File: src/rtl/spi_rx_frontend_pkg.sv
// Shared constants for the SPI receive front end and the downstream SIPO word register.
package spi_rx_frontend_pkg;

    localparam int unsigned CPOL_RISING        = 0;
    localparam int unsigned CPOL_FALLING       = 1;
    localparam int unsigned SPI_MIN_OVERSAMPLE = 4;
    localparam int unsigned WORD_WIDTH         = 32;

    // True when synced sck moved onto the sampling level for the given polarity.
    function automatic logic is_sample_edge(input logic falling, input logic prev,
                                            input logic cur);
        return falling ? (prev & ~cur) : (~prev & cur);
    endfunction

endpackage

File: src/rtl/spi_rx_frontend_sync_chain.sv
// Single-bit multi-flop synchroniser with a configurable idle (reset) value.
module sync_chain #(
    parameter int unsigned STAGES    = 2,
    parameter logic        RESET_VAL = 1'b0
) (
    input  logic clk_i,
    input  logic rst_i,
    input  logic d_i,
    output logic q_o
);

    logic [STAGES-1:0] sync_q;

    always_ff @(posedge clk_i) begin
        if (rst_i) begin
            sync_q <= {STAGES{RESET_VAL}};
        end else begin
            sync_q <= {sync_q[STAGES-2:0], d_i};
        end
    end

    assign q_o = sync_q[STAGES-1];

endmodule

File: src/rtl/spi_rx_frontend.sv
// SPI receive front end: synchronises pins, strobes sampled bits into the SIPO and
// tracks word/frame boundaries.
module spi_rx_frontend
    import spi_rx_frontend_pkg::*;
#(
    parameter int unsigned WIDTH       = WORD_WIDTH,
    parameter int unsigned SYNC_STAGES = 2,
    parameter int unsigned CPOL        = CPOL_RISING,
    parameter int unsigned WORD_CNT_W  = 8
) (
    input  logic                  clk_i,
    input  logic                  rst_i,
    input  logic                  sck_i,
    input  logic                  mosi_i,
    input  logic                  cs_n_i,
    output logic                  bit_out_o,
    output logic                  bit_valid_o,
    output logic                  word_done_o,
    output logic                  frame_start_o,
    output logic                  frame_end_o,
    output logic                  frame_error_o,
    output logic                  busy_o,
    output logic [7:0]            bit_cnt_o,
    output logic [WORD_CNT_W-1:0] word_cnt_o
);

    localparam logic        SckIdle = (CPOL == CPOL_FALLING);
    localparam int unsigned SettleW = $clog2(SYNC_STAGES + 1);

    logic sck_s, mosi_s, cs_n_s;

    sync_chain #(.STAGES(SYNC_STAGES), .RESET_VAL(SckIdle)) u_sync_sck (
        .clk_i (clk_i),
        .rst_i (rst_i),
        .d_i   (sck_i),
        .q_o   (sck_s)
    );

    sync_chain #(.STAGES(SYNC_STAGES), .RESET_VAL(1'b0)) u_sync_mosi (
        .clk_i (clk_i),
        .rst_i (rst_i),
        .d_i   (mosi_i),
        .q_o   (mosi_s)
    );

    sync_chain #(.STAGES(SYNC_STAGES), .RESET_VAL(1'b1)) u_sync_cs_n (
        .clk_i (clk_i),
        .rst_i (rst_i),
        .d_i   (cs_n_i),
        .q_o   (cs_n_s)
    );

    logic                  sck_hist_q, cs_hist_q;
    logic [SettleW-1:0]    settle_q;
    logic                  armed_q, in_frame_q;
    logic                  bit_out_q, bit_valid_q, word_done_q;
    logic                  frame_start_q, frame_end_q, frame_error_q;
    logic [7:0]            bit_cnt_q;
    logic [WORD_CNT_W-1:0] word_cnt_q;

    logic sample_edge, frame_start, frame_end, accept, last_bit, flushed;

    // A frame may only open after a genuine (post-flush) cs_n high has been observed, so a
    // reset taken while cs_n is held low cannot fabricate a frame_start.
    always_comb begin
        flushed     = (settle_q == SettleW'(SYNC_STAGES));
        sample_edge = is_sample_edge(SckIdle, sck_hist_q, sck_s);
        frame_start = ~in_frame_q & armed_q & cs_hist_q & ~cs_n_s;
        frame_end   = in_frame_q & cs_n_s;
        accept      = sample_edge & in_frame_q & ~cs_n_s;
        last_bit    = (bit_cnt_q == 8'(WIDTH - 1));
    end

    always_ff @(posedge clk_i) begin
        if (rst_i) begin
            sck_hist_q    <= SckIdle;
            cs_hist_q     <= 1'b1;
            settle_q      <= '0;
            armed_q       <= 1'b0;
            in_frame_q    <= 1'b0;
            bit_out_q     <= 1'b0;
            bit_valid_q   <= 1'b0;
            word_done_q   <= 1'b0;
            frame_start_q <= 1'b0;
            frame_end_q   <= 1'b0;
            frame_error_q <= 1'b0;
            bit_cnt_q     <= '0;
            word_cnt_q    <= '0;
        end else begin
            sck_hist_q    <= sck_s;
            cs_hist_q     <= cs_n_s;
            if (!flushed) begin
                settle_q <= settle_q + 1'b1;
            end
            armed_q       <= armed_q | (flushed & cs_n_s);
            bit_valid_q   <= accept;
            word_done_q   <= accept & last_bit;
            frame_start_q <= frame_start;
            frame_end_q   <= frame_end;
            frame_error_q <= frame_end & (bit_cnt_q != 8'd0);
            if (accept) begin
                bit_out_q <= mosi_s;
            end
            if (frame_start) begin
                in_frame_q <= 1'b1;
                bit_cnt_q  <= '0;
                word_cnt_q <= '0;
            end else if (frame_end) begin
                in_frame_q <= 1'b0;
                bit_cnt_q  <= '0;
            end else if (accept) begin
                if (last_bit) begin
                    bit_cnt_q <= '0;
                    if (word_cnt_q != {WORD_CNT_W{1'b1}}) begin
                        word_cnt_q <= word_cnt_q + 1'b1;
                    end
                end else begin
                    bit_cnt_q <= bit_cnt_q + 8'd1;
                end
            end
        end
    end

    assign bit_out_o     = bit_out_q;
    assign bit_valid_o   = bit_valid_q;
    assign word_done_o   = word_done_q;
    assign frame_start_o = frame_start_q;
    assign frame_end_o   = frame_end_q;
    assign frame_error_o = frame_error_q;
    assign busy_o        = in_frame_q;
    assign bit_cnt_o     = bit_cnt_q;
    assign word_cnt_o    = word_cnt_q;

endmodule

File: config.mk
export PLATFORM = sky130hd
export DESIGN_NAME = spi_rx_frontend
export DESIGN_NICKNAME = d
export VERILOG_FILES = /design/src/rtl/spi_rx_frontend_pkg.sv /design/src/rtl/spi_rx_frontend_sync_chain.sv /design/src/rtl/spi_rx_frontend.sv
export SDC_FILE = /design/constraint.sdc
export NUM_CORES = 1
export LEC_CHECK = 0
export BUFFER_PORTS_ARGS = -buffer_cell sky130_fd_sc_hd__buf_2
export CORE_UTILIZATION = 50
export DETAILED_ROUTE_END_ITERATION = 8
export PLACE_DENSITY = 0.77
export RECOVER_POWER = 50
export SLEW_MARGIN = 20
export SYNTH_ARGS = -nofsm -noshare
export SYNTH_HDL_FRONTEND = slang
export SYNTH_SLANG_ARGS = --single-unit
File: constraint.sdc
create_clock -name clk_i -period 2.1 [get_ports clk_i]
set_input_delay 0.315 -clock clk_i [delete_from_list [all_inputs] [get_ports clk_i]]
set_output_delay 0.315 -clock clk_i [all_outputs]
set_load 0.01 [all_outputs]
Word level (Yosys, flattened, before mapping) --
Index checks and enable logic that the tools add are counted.
Operators by class: bitwise logic cells 15, equality and inequality tests 3, add/sub/neg operators 3, muxes and demuxes 3, reductions and logical operators 5
Operators by type and width (count):
- $add A8 B1 Y8 const B | 2
- $and A1 B1 Y1 | 10
- $eq A8 B5 Y1 const B | 1
- $mux W8 | 1
- $ne A8 B8 Y1 const B | 1
- $reduce_bool A8 Y1 | 1
- $not A1 Y1 | 4
- $reduce_and A4 Y1 | 1
- $reduce_or A3 Y1 | 1
- $add A2 B1 Y2 const B | 1
- $eq A2 B2 Y1 const B | 1
- $mux W1 | 2
- $reduce_bool A2 Y1 | 1
- $reduce_or A2 Y1 | 1
- $or A1 B1 Y1 | 1
Storage, ports and cells: output and inout bits 23, logic and storage cells 45, register bits 34, input bits 5

Longest topological paths before layout --
Gate-level depths: netlist of run 1.
word-level depth 5, depth in mapped cells 6

Modules after synthesis --
A second synthesis of run 1 with hierarchy kept.
Unflattened totals: cells, all modules 147, area, all modules 1350.0 um2
By module, submodules not included:
- spi_rx_frontend | area each 1192.4 um2, sequential area each 560.5 um2, cells an instance 135, times used 1
- sync_chain | area each 52.6 um2, sequential area each 40.0 um2, cells an instance 4, times used 3

Least setup slack after synthesis of run 1 --
No wires, ideal clock.
kind register to register, start register word_cnt_q[0] (netlist: word_cnt_o[0]), end register word_cnt_q[4] (netlist: word_cnt_o[4]), data arrival time 1.662 ns, stages on the path, launching flop included 7, data required time 2.030 ns, library setup time 0.070 ns, path buffers 1, clock period less this slack 1.732 ns, slack 0.368 ns, cell sequence dfxtp_1 > ha_1 > and2_1 > and4_1 > buf_2 > or4_1 > a21oi_1
On the way: cells in the longest elaborated chain, start to end 2, elaborated cells on any way between the ends 3
RTL lines:
- from (decl) | line spi_rx_frontend.sv:59 | logic [WORD_CNT_W-1:0] word_cnt_q;
- from (signal assigned) | line spi_rx_frontend.sv:115 | word_cnt_q <= word_cnt_q + 1'b1;
- parallel branches: the longest is 2 deep, another holds $add A8 B1 Y8
Several ways; the timed one is not identified. A chain may end at the register's enable or synchronous reset.

Worst setup path in the final report of run 1 --
start register word_cnt_q[0] (netlist: word_cnt_o[0]), end register word_cnt_q[3] (netlist: word_cnt_o[3])
Same word-level chain as after synthesis.

==> results.md, run 1 <==
* Gr usage total at about a fifth
* Crit Reg-Reg Startpoint: word_cnt_o[0]$_SDFFE_PP0P_
* Final wirelength at ~2.5 mm
* Crit path to: word_cnt_o[3]$_SDFFE_PP0P_
* Routed vias/inst at 5.42
* Initial DRT Pass Iterations at 4
* Synth top cells by count: dfxtp_1 (34), nor2_1 (18), a21oi_1 (8), nand2_1 (8), xor2_1 (7)
* Area occupied by registers at 681 sq um
* Clock skew at about 0.0066 ns
* Crit path launch: word_cnt_o[0]$_SDFFE_PP0P_
* Power Density at 754 nW/um^2
* Most frequent cell after synthesis: dfxtp_1
* Combinational power share at 9.0%
* Post-CTS Resized at 0
* Clock-pin slew on the worst setup and hold paths at 0.10 ns
* IO Count at 28
* Slew Limit Fails at 0
* CP endpoint kind: flop
* Syn_nets at 150
* Post-Syn Instances at 141
* Clk Latency, worst-skew pair at 0.33 ns
* Share of power burned in registers at between 50% and 60%
* Largest area contributor in the netlist: dfxtp_1
* Status: finished clean
* Initial antenna violation count at 0
* Post-synth EDFFs at 0
* NumNets Final at 178
* Die Area at a little under 3000 sq um
* Final hold violations at 0
* Final instance area at around 1500 sq um
* Clock power frac at 31.4%
* Maximum fanout along the worst path at 11
* Final setup viols at 0
* Multi-input logic area at 633 sq um
* Slew at the pin closest to its max-slew limit at slightly below 0.7 ns
* CTS Buf Count at 5
* Area of the mapped netlist at 1360 sq um
* Global-route wire length before repair at 4.06 mm
* Arr. time, crit path at 2.05 ns
* Routability congestion estimate at 0.744
* RSZ-0062 raised after global routing: false
* Share of layout cells above drive strength 1 at between 10% and 20%
* Grt ovf at 0
* Switch Pwr at 281 uW
* Pleak at roughly 0.0006 uW
* Tmin final at 1.79 ns
* Reg2reg path depth at 5
* Largest net degree at the start of global routing at 20
* Syn. warnings at 0
* Vias in the first global route at between 900 and 1000
* Switching Share at 24.1%
* R2R setup slack at 0.31 ns
* CTS tree: done
* Setup bufs post-CTS at 0
* Std cell rows at 18
* Starting density of the core at 53.8%
* Top cell type's share of synthesized area at 50.1%
* Main flop type after synthesis: dfxtp_1
* Setup TNS at 0 ns
* Element type at the critical path start: flop
* RR Endpoint: word_cnt_o[3]$_SDFFE_PP0P_
* Worst slew margin at a little under three fifths
* Top cells by area, synth: dfxtp_1 (50%), nor2_1 (5.0%), xor2_1 (4.5%)
* Critical path class: flop to flop
* Vias post-DR at roughly 1100
* Average size of a mapped cell at 9.63 sq um
* Clock Sinks at 34
* Pint at approximately 890 uW
* Asr flop ratio synth at 0%
* Peak supply drop at between 0.0005 and 0.0006 V
* Number of remaining DRC errors at 0
* Final worst-path cycle share at a little under nine tenths
* Core area at 2520 sq um
* Max Cap Violations at 0
* Clock Tree Root: clkbuf_4
* Synth unique cells at 36
* Area grow syn2layout at 14.0%
* Port Buffer Count at 27
* Max Freq at 558 MHz
* Routed Antenna Nets at 0
* Critical path required time at 2.36 ns
* Seq/Total Area, Yosys at about half
* Die height at approximately 54 microns
* Clock H-tree levels at 2
* Ant. Diodes at 0
* CTS Hold Bufs at 0
* Hpwl dp at 1.81 mm
* FF+latch count, synth at 34
* CTS max path bufs at 2
* Fillers at 236
* Placed cell area at between 1500 and 2000 sq um
* Iter 0 DRT Violations at 23
* Drt wl/cell at 12.5 microns
* Hold WC Path Type: primary input to flop
* Die Wd at 54.1 microns
## state kept, by name (all words and copies together) (netlist names)
| name | flops |
|---|---|
| bit_out_o | 1 |
| frame_end_o | 1 |
| armed_q | 1 |
| frame_start_o | 1 |
| word_cnt_o | 8 |
| u_sync_cs_n.sync_q | 2 |
| busy_o | 1 |
| bit_valid_o | 1 |
| sck_hist_q | 1 |
| settle_q | 2 |
| frame_error_o | 1 |
| u_sync_sck.sync_q | 2 |
| bit_cnt_o | 8 |
| u_sync_mosi.sync_q | 2 |
| word_done_o | 1 |
| cs_hist_q | 1 |
## logic make-up after synthesis
family	share of synthesized area [%]
AOI/OAI and AO/OA	10.6
and+or+nand+nor	26.5
DFF	50.1
xor gates and xnor gates	5.16
buffers and inverters	3.23
muxes	0.737
adders and majority gates	3.69
## critical path, stage by stage (launching register included)
cell     delay (ns)
dfxtp_1        0.36
ha_1           0.22
and2_1         0.19
and4_1         0.31
or4_1          0.50
a21oi_1        0.15
## per-layer routing
metal	GRT usage, %	vias to the layer above	part of all wire, %
met1	23.3	494	46
met3	6.21	5	4.4
met5	0	-	0
met4	13.2	0	2.3
met2	32.9	29	48
li1	-	555	-
## stage by stage
step,hold slack [ns],utilization (%),std cells,worst slack (ns),total power [uW]
6_report,0.165,61.4,200,0.309,1170
5_1_grt,0.150,61.4,200,0.178,1230
4_1_cts,0.154,62.2,200,0.308,1170
3_5_place_dp,0.405,59.8,192,0.333,814
3_3_place_gp,0.392,59.8,192,0.416,807
2_1_floorplan,0.389,-,141,0.368,794
## area by class of cell
| class | instances | area share, % |
|---|---|---|
| clock buffer | 7 | 3.56 |
| clock inverter | 1 | 0.323 |
| inverter | 4 | 0.970 |
| multi-input combinational | 96 | 40.9 |
| sequential | 34 | 44.0 |
| tap | 30 | 2.43 |
| timing repair buffer | 28 | 7.84 |
## power by group through the flow
| stage | clock network (uW) | registers [uW] | logic, uW |
|---|---|---|---|
| 5_1_grt | 401 | 700 | 127 |
| 6_report | 367 | 695 | 106 |
| 3_3_place_gp | 0 | 708 | 98.9 |
| 2_1_floorplan | 0 | 707 | 87.6 |
| 4_1_cts | 373 | 695 | 105 |
| 3_5_place_dp | 0 | 710 | 104 |
## cells in the final DEF (no fill, tap or decap), types with 2 or more instances in the layout
| master | instances |
|---|---|
| dfxtp_1 | 34 |
| nor2_1 | 18 |
| clkbuf_1 | 16 |
| buf_2 | 13 |
| nand2_1 | 8 |
| a21oi_1 | 8 |
| xor2_1 | 7 |
| nor2b_1 | 6 |
| clkbuf_4 | 5 |
| inv_1 | 4 |
| nand3_1 | 4 |
| or2_2 | 4 |
| ha_1 | 4 |
| and2_1 | 3 |
| o41ai_1 | 3 |
| or4_1 | 3 |
| o31ai_1 | 3 |
| nand4_1 | 3 |
| and3_1 | 2 |
| and4_1 | 2 |
| o311ai_0 | 2 |
## how the worst min path moves through the flow
stage	start	to	cells past startpoint
2_1_floorplan	u_sync_cs_n.sync_q[0]$_SDFF_PP1_	u_sync_cs_n.sync_q[1]$_SDFF_PP1_	1
3_3_place_gp	u_sync_cs_n.sync_q[0]$_SDFF_PP1_	u_sync_cs_n.sync_q[1]$_SDFF_PP1_	1
3_5_place_dp	u_sync_cs_n.sync_q[0]$_SDFF_PP1_	u_sync_cs_n.sync_q[1]$_SDFF_PP1_	1
4_1_cts	cs_n_i	u_sync_cs_n.sync_q[0]$_SDFF_PP1_	2
5_1_grt	cs_n_i	u_sync_cs_n.sync_q[0]$_SDFF_PP1_	2
6_report	cs_n_i	u_sync_cs_n.sync_q[0]$_SDFF_PP1_	2
Power figures use the tool's default switching activity.
==> run 2: changes to the inputs <==
--- a/config.mk
+++ b/config.mk
@@ -6,10 +6,11 @@
 export NUM_CORES = 1
 export LEC_CHECK = 0
 export BUFFER_PORTS_ARGS = -buffer_cell sky130_fd_sc_hd__buf_2
-export CORE_UTILIZATION = 50
+export CORE_UTILIZATION = 30
 export DETAILED_ROUTE_END_ITERATION = 8
-export PLACE_DENSITY = 0.77
+export PLACE_DENSITY = 0.52
 export RECOVER_POWER = 50
+export SKIP_CTS_REPAIR_TIMING = 1
 export SLEW_MARGIN = 20
 export SYNTH_ARGS = -nofsm -noshare
 export SYNTH_HDL_FRONTEND = slang
==> constraint.sdc (replaced) <==
create_clock -name clk_i -period 1.68 [get_ports clk_i]
set_input_delay 0.252 -clock clk_i [delete_from_list [all_inputs] [get_ports clk_i]]
set_output_delay 0.252 -clock clk_i [all_outputs]
set_load 0.01 [all_outputs]
==> results.md, run 2 (synthesis results as in run 1) <==
* Status: finished clean (unchanged)
* Die Area at 4800 sq um (was 2930 sq um)
* Clock Tree Root: clkbuf_8 (was clkbuf_4)
* Number of remaining DRC errors at 0 (unchanged)
* Critical path required time at 1.90 ns (was 2.36 ns)
* Cell Count, Final, Fillers Out at 238 (was 200)
* Routed Antenna Nets at 0 (unchanged)
* Clock H-tree levels at 2 (unchanged)
* Pint at 1350 uW (was 886 uW)
* Most frequent cells in the layout: dfxtp_1 (33), nor2_1 (18), buf_4 (15) (was dfxtp_1 (34), nor2_1 (18), clkbuf_1 (16))
* CP endpoint kind: flop (unchanged)
* Hpwl dp at 2.01 mm (was 1.81 mm)
* CP Cell Sequence: ha_2 -> and2_4 -> and4_4 -> or4_1 -> a21oi_1 (was ha_1 -> and2_1 -> and4_1 -> or4_1 -> a21oi_1)
* Clock Sinks at 34 (unchanged)
* Element type at the critical path start: flop (unchanged)
* Std cell rows at 24 (was 18)
* Commonest non-fill, non-tap cell in the layout: dfxtp_1 (unchanged)
* Final instance area at 1770 sq um (was 1550 sq um)
* Tmin final at 1.61 ns (was 1.79 ns)
* Grt met1 use at 14.7% (was 23.3%)
* Clock-pin slew on the worst setup and hold paths at 0.07 ns (was 0.10 ns)
* RSZ-0062 raised after global routing: false (unchanged)
* Crit-path max cell delay at 0.47 ns (was 0.50 ns)
* CTS tree: done (unchanged)
* CP top delay family: simple AND/OR/NAND/NOR gates (unchanged)
* GR Util met2 at 20.6% (was 32.9%)
* Slew at the pin closest to its max-slew limit at 0.543 ns (was 0.675 ns)
* CTS max path bufs at 2 (unchanged)
* Core area at 4350 sq um (was 2520 sq um)
* Slowest cell on crit path: or4_1 (unchanged)
* Hold WC Path Type: primary input to flop (unchanged)
* Max Cap Violations at 0 (unchanged)
* Total power at 1750 uW (was 1170 uW)
* Starting density of the core at 31.2% (was 53.8%)
* Cells after DPL at 227 (was 192)
* Routed vias/inst at 4.89 (was 5.42)
* Ant. Diodes at 0 (unchanged)
* Vias post-DR at 1164 (was 1083)
* Arr. time, crit path at 1.83 ns (was 2.05 ns)
* Share of power burned in registers at 49.6% (was 59.5%)
* Pleak at 0.000713 uW (was 0.000601 uW)
* GR peak layer: met2 (unchanged)
* IO Count at 28 (unchanged)
* Die Wd at 69.3 microns (was 54.1 microns)
* Switching Share at 22.9% (was 24.1%)
* Switch Pwr at 401 uW (was 281 uW)
* Routability congestion estimate at 0.808 (was 0.744)
* Port Buffer Count at 27 (unchanged)
* Drt wl/cell at 11.9 microns (was 12.5 microns)
* Iter 0 DRT Violations at 68 (was 23)
* Final wirelength at 2.84 mm (was 2.50 mm)
* CTS Buf Count at 5 (unchanged)
* Final Worst Setup Slack at 0.0734 ns (was 0.309 ns)
* GRT met3 Usage at 5.52% (was 6.21%)
* Max Freq at 622 MHz (was 558 MHz)
* Maximum fanout along the worst path at 8 (was 11)
* Final setup viols at 0 (unchanged)
* Share of layout cells above drive strength 1 at 27.4% (was 16.5%)
* Slew Limit Fails at 0 (unchanged)
* Clock power frac at 42.6% (was 31.4%)
* Gr usage total at 12.4% (was 20.4%)
* Vias in the first global route at 1115 (was 955)
* Power Density at 988 nW/um^2 (was 754 nW/um^2)
* Global-route wire length before repair at 4.86 mm (was 4.06 mm)
* CP Buf/Inv Count at 0 (unchanged)
* Combinational power share at 7.9% (was 9.0%)
* Post-placement worst setup slack at 0.0330 ns (was 0.333 ns)
* Initial DRT Pass Iterations at 4 (unchanged)
* Placed cell area at 1640 sq um (was 1510 sq um)
* Clock skew at 0.00319 ns (was 0.00656 ns)
* R2R setup slack at 0.07 ns (was 0.31 ns)
* Worst slew margin at 63.8% (was 55.0%)
* Peak supply drop at 0.000719 V (was 0.000530 V)
* Critical path class: flop to flop (unchanged)
* Area grow syn2layout at 30.6% (was 14.0%)
* Die height at 69.3 microns (was 54.1 microns)
* Final worst-path cycle share at 95.6% (was 85.3%)
* Final hold violations at 0 (unchanged)
* Grt ovf at 0 (unchanged)
* Initial antenna violation count at 0 (unchanged)
* Setup TNS at 0 ns (unchanged)
* Clk Latency, worst-skew pair at 0.28 ns (was 0.33 ns)
* NumNets Final at 194 (was 178)
* Largest net degree at the start of global routing at 15 (was 20)
-- run 2: cell types whose count changed in the layout (fill, tap and decap cells not counted), sizes merged --
| cell | change |
|---|---|
| clkinvlp | +2 |
| nand4 | +1 |
| buf | +16 |
| bufinv | +1 |
| clkinv | -1 |
| clkbuf | -3 |
-- run 2: per-layer routing --
metal | up-vias | part of all wire [%]
met5 | - | 0
met4 | 0 | 0.21
met3 | 2 | 5.0
met2 | 26 | 46
met1 | 551 | 49
li1 | 585 | -
-- run 2: layout make-up --
cell class,count,area [sq um]
Clock buffer,5,68.8
Clock inverter,3,45.0
Sequential cell,34,682
Inverter,4,15.0
Tap cell,52,65.1
Timing Repair Buffer,43,235
Fill cell,441,2580
Multi-Input combinational cell,97,662
-- run 2: power groups by stage --
stage	registers (uW)	logic (uW)	clock network, uW
after floorplan	883	110	0
after global placement	885	133	0
after detailed placement	887	140	0
after CTS	868	143	772
after global routing	872	160	812
final	868	138	745
-- run 2: worst register-to-register path: cells and delay by family (launching register included) --
family | cells | cell delay, ns
adder cells (fa/ha/maj) | 1 | 0.20
flip-flops | 1 | 0.35
AO/OA/AOI/OAI | 1 | 0.15
AND/OR/NAND/NOR | 3 | 0.84
-- run 2: worst paths after layout --
check,start,end,depth (start not counted)
min reg2reg,u_sync_cs_n.sync_q[0]$_SDFF_PP1_,u_sync_cs_n.sync_q[1]$_SDFF_PP1_,1
max reg2reg,word_cnt_o[0]$_SDFFE_PP0P_,word_cnt_o[3]$_SDFFE_PP0P_,5
min,cs_n_i,u_sync_cs_n.sync_q[0]$_SDFF_PP1_,2
max,word_cnt_o[0]$_SDFFE_PP0P_,word_cnt_o[3]$_SDFFE_PP0P_,5
-- run 2: stage by stage --
stage | utilization (%) | hold WS [ns]
after floorplan | - | 0.356
after global routing | 40.7 | 0.141
final | 40.7 | 0.149
after detailed placement | 37.7 | 0.403
after CTS | 40.3 | 0.140
after global placement | 37.7 | 0.393
